### src/rtl/nes_mem_pkg.sv
// Shared constants for the NES SDRAM request-port arbiter and its loader FIFO.
package nes_mem_pkg;

  localparam int NES_ADDR_BITS   = 22;
  localparam int SDRAM_ADDR_BITS = 25;

  typedef enum logic [1:0] {
    ST_LOAD  = 2'd0,
    ST_DRAIN = 2'd1,
    ST_RUN   = 2'd2
  } arb_state_t;

endpackage

### src/rtl/ldr_wr_fifo.sv
// Loader write FIFO of {addr,data} with first-word-fall-through head.
module ldr_wr_fifo
  import nes_mem_pkg::*;
#(
  parameter int C_depth     = 4,
  parameter int C_addr_bits = NES_ADDR_BITS,
  localparam int PW         = $clog2(C_depth)
) (
  input  logic                   clock,
  input  logic                   reset,
  input  logic                   push,
  input  logic [C_addr_bits-1:0] push_addr,
  input  logic [7:0]             push_data,
  input  logic                   pop,
  output logic [C_addr_bits-1:0] head_addr,
  output logic [7:0]             head_data,
  output logic                   full,
  output logic                   empty,
  output logic [PW:0]            count
);

  localparam logic [PW-1:0] PTR_ONE  = 1;
  localparam logic [PW:0]   CNT_ONE  = 1;
  localparam logic [PW:0]   CNT_FULL = C_depth[PW:0];

  logic [C_addr_bits+7:0] mem [C_depth];
  logic [PW-1:0]          wr_ptr;
  logic [PW-1:0]          rd_ptr;
  logic                   do_push;
  logic                   do_pop;

  // push/pop are single-cycle strobes with no back-pressure: a pop on empty is
  // ignored, a push on full is accepted only if a pop frees the slot that cycle.
  assign do_pop  = pop && !empty;
  assign do_push = push && (!full || do_pop);

  assign full  = (count == CNT_FULL);
  assign empty = (count == '0);
  assign {head_addr, head_data} = mem[rd_ptr];

  always_ff @(posedge clock) begin
    if (do_push) mem[wr_ptr] <= {push_addr, push_data};
  end

  always_ff @(posedge clock) begin
    if (reset) begin
      wr_ptr <= '0;
      rd_ptr <= '0;
      count  <= '0;
    end else begin
      if (do_push) wr_ptr <= wr_ptr + PTR_ONE;
      if (do_pop)  rd_ptr <= rd_ptr + PTR_ONE;
      count <= count + (do_push ? CNT_ONE : '0) - (do_pop ? CNT_ONE : '0);
    end
  end

endmodule

### src/rtl/nes_mem_port_arbiter.sv
// Arbitrates the single SDRAM request port between the game loader FIFO and the NES core;
// the NES is held in reset until every loaded byte has been written.
module nes_mem_port_arbiter
  import nes_mem_pkg::*;
#(
  parameter int C_fifo_depth = 4,
  parameter int C_addr_bits  = NES_ADDR_BITS,
  parameter int C_ce_phase   = 3
) (
  input  logic                       clock,
  input  logic                       reset,
  input  logic [1:0]                 i_ce_phase,
  input  logic                       i_load_done,
  input  logic                       i_ldr_write,
  input  logic [C_addr_bits-1:0]     i_ldr_addr,
  input  logic [7:0]                 i_ldr_data,
  input  logic [C_addr_bits-1:0]     i_nes_addr,
  input  logic                       i_nes_read_cpu,
  input  logic                       i_nes_read_ppu,
  input  logic                       i_nes_write,
  input  logic [7:0]                 i_nes_dout,
  output logic [SDRAM_ADDR_BITS-1:0] o_addr,
  output logic                       o_we,
  output logic [7:0]                 o_din,
  output logic                       o_oeA,
  output logic                       o_oeB,
  output logic                       o_dq_drive,
  output logic                       o_nes_reset,
  output logic                       o_fifo_empty,
  output logic                       o_ldr_overflow
);

  localparam int CW  = $clog2(C_fifo_depth) + 1;
  localparam int PAD = SDRAM_ADDR_BITS - C_addr_bits;

  arb_state_t             state;
  logic                   slot;
  logic                   ldr_push;
  logic                   issue_pop;
  logic                   fifo_full;
  logic                   fifo_empty;
  logic [CW-1:0]          fifo_count;
  logic [C_addr_bits-1:0] head_addr;
  logic [7:0]             head_data;
  logic                   r_we;
  logic [C_addr_bits-1:0] r_addr;
  logic [7:0]             r_din;
  logic                   r_overflow;
  logic                   run;

  assign slot      = (i_ce_phase == 2'(C_ce_phase));
  assign run       = (state == ST_RUN);
  assign ldr_push  = i_ldr_write && !run;
  assign issue_pop = !run && slot && !fifo_empty;

  ldr_wr_fifo #(
    .C_depth     (C_fifo_depth),
    .C_addr_bits (C_addr_bits)
  ) u_fifo (
    .clock     (clock),
    .reset     (reset),
    .push      (ldr_push),
    .push_addr (i_ldr_addr),
    .push_data (i_ldr_data),
    .pop       (issue_pop),
    .head_addr (head_addr),
    .head_data (head_data),
    .full      (fifo_full),
    .empty     (fifo_empty),
    .count     (fifo_count)
  );

  always_ff @(posedge clock) begin
    if (reset) begin
      state      <= ST_LOAD;
      r_we       <= 1'b0;
      r_addr     <= '0;
      r_din      <= '0;
      r_overflow <= 1'b0;
    end else begin
      if (ldr_push && fifo_full && !issue_pop) r_overflow <= 1'b1;
      // A loader request is latched on a slot and then held until the next slot.
      if (!run && slot) begin
        if (!fifo_empty) begin
          r_we   <= 1'b1;
          r_addr <= head_addr;
          r_din  <= head_data;
        end else begin
          r_we <= 1'b0;
        end
      end
      case (state)
        ST_LOAD:  if (i_load_done) state <= ST_DRAIN;
        ST_DRAIN: begin
          if (!i_load_done)             state <= ST_LOAD;
          else if (slot && fifo_empty) state <= ST_RUN;
        end
        ST_RUN:   if (!i_load_done) state <= ST_LOAD;
        default:  state <= ST_LOAD;
      endcase
    end
  end

  assign o_addr         = run ? {{PAD{1'b0}}, i_nes_addr} : {{PAD{1'b0}}, r_addr};
  assign o_we           = run ? i_nes_write : r_we;
  assign o_din          = run ? i_nes_dout : r_din;
  assign o_oeA          = run && i_nes_read_cpu;
  assign o_oeB          = run && i_nes_read_ppu;
  assign o_dq_drive     = o_we;
  assign o_nes_reset    = !run;
  assign o_fifo_empty   = (fifo_count == '0);
  assign o_ldr_overflow = r_overflow;

endmodule

### config.mk
export PLATFORM = sky130hd
export DESIGN_NAME = nes_mem_port_arbiter
export DESIGN_NICKNAME = d
export VERILOG_FILES = /design/src/rtl/nes_mem_pkg.sv /design/src/rtl/ldr_wr_fifo.sv /design/src/rtl/nes_mem_port_arbiter.sv
export SDC_FILE = /design/constraint.sdc
export NUM_CORES = 1
export LEC_CHECK = 0
export BUFFER_PORTS_ARGS = -buffer_cell sky130_fd_sc_hd__buf_2
export CAP_MARGIN = 20
export CORE_ASPECT_RATIO = 0.8
export CORE_MARGIN = 5
export CORE_UTILIZATION = 60
export CTS_CLUSTER_DIAMETER = 150
export DETAILED_ROUTE_END_ITERATION = 8
export PLACE_DENSITY = 0.84
export SYNTH_ARGS = -nofsm -noshare
export SYNTH_HDL_FRONTEND = slang
export SYNTH_SLANG_ARGS = --single-unit
export TNS_END_PERCENT = 30
### constraint.sdc
create_clock -name clock -period 6.95 [get_ports clock]
set_input_delay 1.0425 -clock clock [delete_from_list [all_inputs] [get_ports clock]]
set_output_delay 1.0425 -clock clock [all_outputs]
set_load 0.01 [all_outputs]
Yosys cells after proc, flatten, opt, wreduce, memory -nomap -nowiden

Memory sizes are Yosys's and may differ from the RTL's. A register that Yosys moved wholly into a read port is not among the register bits.
Index checks and enable logic that the tools add are counted.

Bits in latches: 0
Register bits: 11
ROM bits: 0
Output and inout port bits: 40
Bits of input ports: 69
Memories kept: 1
Word-level logic and storage cells: 51
Bits in writable memories: 120

Memories:

| name       | depth | width | rd ports | clocked after Yosys merged registers in | write ports | RTL line          | RTL |
|---|---|---|---|---|---|---|---|
| u_fifo.mem | 4     | 30    | 1        | 1                                       | 1           | ldr_wr_fifo.sv:26 | `logic [C_addr_bits+7:0] mem [C_depth];` |

Reductions and logical operators: 19
Shift-type cells: 0
$lt $le $gt $ge: 0
Equality and inequality tests: 7
Multipliers: 0
Add/sub/neg operators: 4
Bitwise gates (word level): 1
Divide/modulo/power cells: 0
Muxes and demuxes: 13

Operators with widths:

| kind                | count |
|---|---|
| $mux 22             | 1 |
| $logic_and 1x1->1   | 10 |
| $mux 2              | 4 |
| $mux 8              | 1 |
| $mux 1              | 6 |
| $pmux 2 s3          | 1 |
| $add 2x1->2 const B | 2 |
| $eq 2x2->1 const B  | 2 |
| $logic_not 1->1     | 4 |
| $ne 2x2->1 const B  | 2 |
| $add 3x3->3         | 1 |
| $eq 3x3->1 const B  | 1 |
| $logic_not 3->1     | 1 |
| $ne 3x3->1 const B  | 1 |
| $reduce_and 3->1    | 1 |
| $sub 3x3->3         | 1 |
| $eq 2x1->1 const B  | 1 |
| $logic_not 2->1     | 1 |
| $reduce_and 2->1    | 1 |
| $logic_or 1x1->1    | 1 |
| $not 1->1           | 1 |

Depth between registers and ports, before layout

Depth after elaboration: 10
Mapped depth: 12
Mapped depth without buffers: 10

Cells and area by module

From an unflattened synthesis, not the netlist that was laid out.

Cell total of the unflattened synthesis: 460
Area total of the unflattened synthesis: 6784.0 um^2

By module, submodules not included:

| module               | cells an instance | sequential area each (um^2) | area each (um^2) | instances |
|---|---|---|---|---|
| ldr_wr_fifo          | 203               | 3783.6                      | 4799.6           | 1 |
| nes_mem_port_arbiter | 257               | 680.7                       | 1984.4           | 1 |

Least setup slack after synthesis

No wires, ideal clock.

Kind: input-to-reg
Start: input i_ce_phase[0]
End: register u_fifo.count[2]
Setup time: 0.128 ns
Arrival: 2.785 ns
Setup slack: 4.037 ns
Path buffers: 1
Data required time: 6.822 ns
Stages on the path: 10
Cells stage by stage: nand2_1 > clkbuf_1 > nor3_1 > ha_1 > inv_1 > ha_1 > fa_1 > xnor2_1 > xnor2_1 > nor2_1

Cells in the longest elaborated chain, start to end: 9
Elaborated cells on any way between the ends: 10
Those cells by class: add/sub: 2; eq/ne: 1; mux: 2; reduce/logical: 5

RTL lines:

| item                              | RTL line                   | RTL |
|---|---|---|
| start: declaration                | nes_mem_port_arbiter.sv:12 | `input logic [1:0] i_ce_phase,` |
| $eq 2x2->1 *                      | nes_mem_port_arbiter.sv:51 | `assign slot = (i_ce_phase == 2'(C_ce_phase));` |
| $logic_and 1x1->1 * (2 in series) | nes_mem_port_arbiter.sv:54 | `assign issue_pop = !run && slot && !fifo_empty;` |
| via issue_pop                     | nes_mem_port_arbiter.sv:39 | `logic issue_pop;` |
| $logic_and 1x1->1 *               | ldr_wr_fifo.sv:34          | `assign do_pop = pop && !empty;` |
| $logic_or 1x1->1                  | ldr_wr_fifo.sv:35          | `assign do_push = push && (!full \|\| do_pop);` |
| $logic_and 1x1->1                 | ldr_wr_fifo.sv:35          |  |
| $mux 1                            | ldr_wr_fifo.sv:53          | `count <= count + (do_push ? CNT_ONE : '0) - (do_pop ? CNT_ONE : '0);` |
| $add 3x3->3                       | ldr_wr_fifo.sv:53          |  |
| $sub 3x3->3 *                     | ldr_wr_fifo.sv:53          |  |
| end signal: assignment            | ldr_wr_fifo.sv:53          |  |
| end: declaration                  | ldr_wr_fifo.sv:19          | `output logic [PW:0] count` |

Mark *: on every way through the listed nets, which the timed path passes. The rest lies on a longest branch.
A chain may end at the register's enable or synchronous reset.

Worst setup path after layout

Start: register state[0]
End: output o_addr[0]

Cells in the longest elaborated chain, start to end: 2

RTL lines:

| item                     | RTL line                    | RTL |
|---|---|---|
| start: declaration       | nes_mem_port_arbiter.sv:36  | `arb_state_t state;` |
| start signal: assignment | nes_mem_port_arbiter.sv:75  | `state <= ST_LOAD;` |
| start signal: assignment | nes_mem_port_arbiter.sv:93  | `ST_LOAD: if (i_load_done) state <= ST_DRAIN;` |
| start signal: assignment | nes_mem_port_arbiter.sv:95  | `if (!i_load_done) state <= ST_LOAD;` |
| $eq 2x2->1               | nes_mem_port_arbiter.sv:52  | `assign run = (state == ST_RUN);` |
| $mux 22                  | nes_mem_port_arbiter.sv:104 | `assign o_addr = run ? {{PAD{1'b0}}, i_nes_addr} : {{PAD{1'b0}}, r_addr};` |
| end: declaration         | nes_mem_port_arbiter.sv:22  | `output logic [SDRAM_ADDR_BITS-1:0] o_addr,` |

Every way passes these cells.

==> results.json <==
{
  "die_y_um": 104,
  "min_period_ns": 3.14,
  "grt_first_pass_wirelength_um": 22100,
  "r2r-end": "u_fifo.count[2]$_SDFF_PP0_",
  "final_cell_mix": "edfxtp_1, buf_2, nand2_1, dfxtp_1, a21oi_1",
  "cap_violations": 0,
  "ys_ff_latch": 161,
  "n_antenna_cell": 0,
  "ctsHoldBuffers": 0,
  "std_cell_rows": 34,
  "hold_depth": 1,
  "cts_made_buffers": 17,
  "crit_type": "register to output pin",
  "setup_viol": 0,
  "grt_overflow": 0,
  "internal-power_w": 0.00197,
  "finalHoldViolations": 0,
  "reg2reg_depth": 10,
  "p_clk_share_pct": 36.6,
  "yosysWarnings": 0,
  "cts_tree": "done",
  "cts.sinks": 161,
  "ant_nets": 0,
  "gp_congestion": 0.729,
  "powerDensity_nw_per_um2": 340,
  "skew_ns": 0.00533,
  "nets": 639,
  "rsz0062_at_grt": "no",
  "start_kind": "register",
  "io-pin-count": 109,
  "outcome": "finished clean",
  "synth_cell_type_count": 36,
  "area_growth_syn_to_layout_pct": 17.1,
  "relSlewSlack_pct": 44.1,
  "fin_tns_setup_ns": 0,
  "worstHoldEndpoint": "state[0]$_SDFFE_PP0P_",
  "yosysSeqAreaShare_pct": 66.1,
  "drt_first_pass_iters": 5,
  "wl_per_cell_um": 19.5,
  "syn_area_um2": 6690,
  "drv_slew": 0,
  "initial_utilization_pct": 61.4,
  "post_cts_buffers": 0,
  "r2r_start": "state[1]$_SDFFE_PP0P_",
  "fp.dieW_um": 128,
  "htree_num_levels": 4,
  "fp.dieArea_um2": 13400,
  "r2r_slack_ns": 4.18,
  "drive_gt1_share_pct": 31.4,
  "p_leak_nw": 2.93,
  "synthArstFlopShare_pct": 0,
  "ir_worst_vdd_uv": 212,
  "track_usage_pct": 21.7,
  "antenna_found_initial": 0,
  "syn_area_per_cell_um2": 14.1,
  "yosys_most_used_dff": "edfxtp_1",
  "mostFrequentLayoutCell": "edfxtp_1",
  "core_um2": 10900,
  "placed_cell_area_um2": 7210,
  "vias": 4225,
  "pwr-share-comb_pct": 18.3,
  "critPathCaptureType": "output pin",
  "place.port_buffers": 105,
  "hold_class": "register to register",
  "cts_buffer_depth": 2,
  "fillers": 700,
  "pwr-share-seq_pct": 45.1,
  "cts_root_buf": "clkbuf_16",
  "grt_max_degree": 68,
  "crit_required_ns": 5.91,
  "min-delay-start": "state[1]$_SDFFE_PP0P_",
  "insertion_delay_ns": 0.42,
  "period_share_pct": 45.2,
  "syn_inst": 473,
  "startpoint": "state[0]$_SDFFE_PP0P_",
  "finish.utilization_pct": 71.9,
  "first_iter_violations": 370,
  "grt_pass1_vias": 4334,
  "wirelength_um": 14000,
  "dp_hpwl_um": 8460,
  "arrival_ns": 2.10,
  "tightest_slew_ns": 0.839,
  "avgViaCountPerCell": 5.87,
  "remaining_drc_errors": 0,
  "switching_share_pct": 26.1,
  "finalInstanceArea_um2": 7830,
  "synth-edff-count": 120,
  "cp_max_fo": 34,
  "p_switching_w": 0.000696,
  "path_clk_slew_ns": 0.06,
  "fmax_mhz": 318,
  "ctsResizeCount": 0
}
## per-layer routing
metal	part of all wire, %	GRT usage [%]
met1	38	27.0
met2	52	36.7
met3	7.9	6.11
met4	1.6	7.35
met5	0	0
## power by group through the flow
stage	sequential [W]	combinational [W]	clock (W)
after floorplan	0.00120	0.000396	0
after CTS	0.00120	0.000491	0.000987
after global placement	0.00121	0.000468	0
after detailed placement	0.00122	0.000489	0
after global routing	0.00121	0.000535	0.00103
final	0.00120	0.000488	0.000977
## through the flow
step	std cells	hold slack, ns	worst slack [ns]	power [W]
final	720	0.459	3.81	0.00267
after global placement	688	0.423	3.90	0.00168
after detailed placement	688	0.435	3.78	0.00171
after floorplan	475	0.398	4.04	0.00159
after CTS	720	0.446	3.79	0.00268
after global routing	720	0.456	3.64	0.00278
## cells in the mapped netlist (all sizes together) (3+ instances only)
cell type | count | area, um2
dfxtp | 41 | 821
o31ai | 31 | 233
a21oi | 33 | 169
nor2b | 4 | 27.5
edfxtp | 120 | 3600
clkbuf | 15 | 56.3
ha | 6 | 75.1
and2 | 7 | 43.8
nand2 | 94 | 353
mux4 | 30 | 676
inv | 9 | 46.3
buf | 28 | 200
nor2 | 5 | 18.8
nand2b | 3 | 18.8
nand4 | 31 | 194
## sequential cells by signal, indices dropped and copies added (netlist names)
register        count
u_fifo.mem        120
r_addr             22
r_din               8
u_fifo.count        3
state               2
u_fifo.rd_ptr       2
u_fifo.wr_ptr       2
o_ldr_overflow      1
r_we                1
## critical path, stage by stage, from the launching register on
cell     delay, ns
dfxtp_1       0.41
nor2b_4       0.06
inv_2         0.41
buf_4         0.45
nand2_1       0.11
nand2_1       0.08
buf_2         0.13
## worst max-delay path by stage
stage	slack, ns	cells past startpoint	endpoint
2_1_floorplan	4.04	10	u_fifo.count[2]$_SDFF_PP0_
3_3_place_gp	3.90	11	u_fifo.count[2]$_SDFF_PP0_
3_5_place_dp	3.78	11	u_fifo.count[2]$_SDFF_PP0_
4_1_cts	3.79	6	o_addr[0]
5_1_grt	3.64	6	o_addr[4]
6_report	3.81	6	o_addr[0]
## area by class of cell
cell class              count  area (um2)  share of cell area (%)
clock buffers              18         429                    5.48
multi-input cells         262        1980                    25.3
repair buffers            112         578                    7.38
well taps                 144         180                    2.30
clock inverters            14         194                    2.48
flip-flops and latches    161        4430                    56.5
inverters                   9        46.3                   0.591
## kinds of logic after synthesis
family / synth area share [%]
other: 0.0561
and+or+nand+nor: 10.4
xor gates and xnor gates: 0.262
AOI/OAI and AO/OA: 6.58
adders and majority gates: 1.42
DFF: 66.1
muxes: 10.6
buffers and inverters: 4.53
Power figures use the tool's default switching activity.
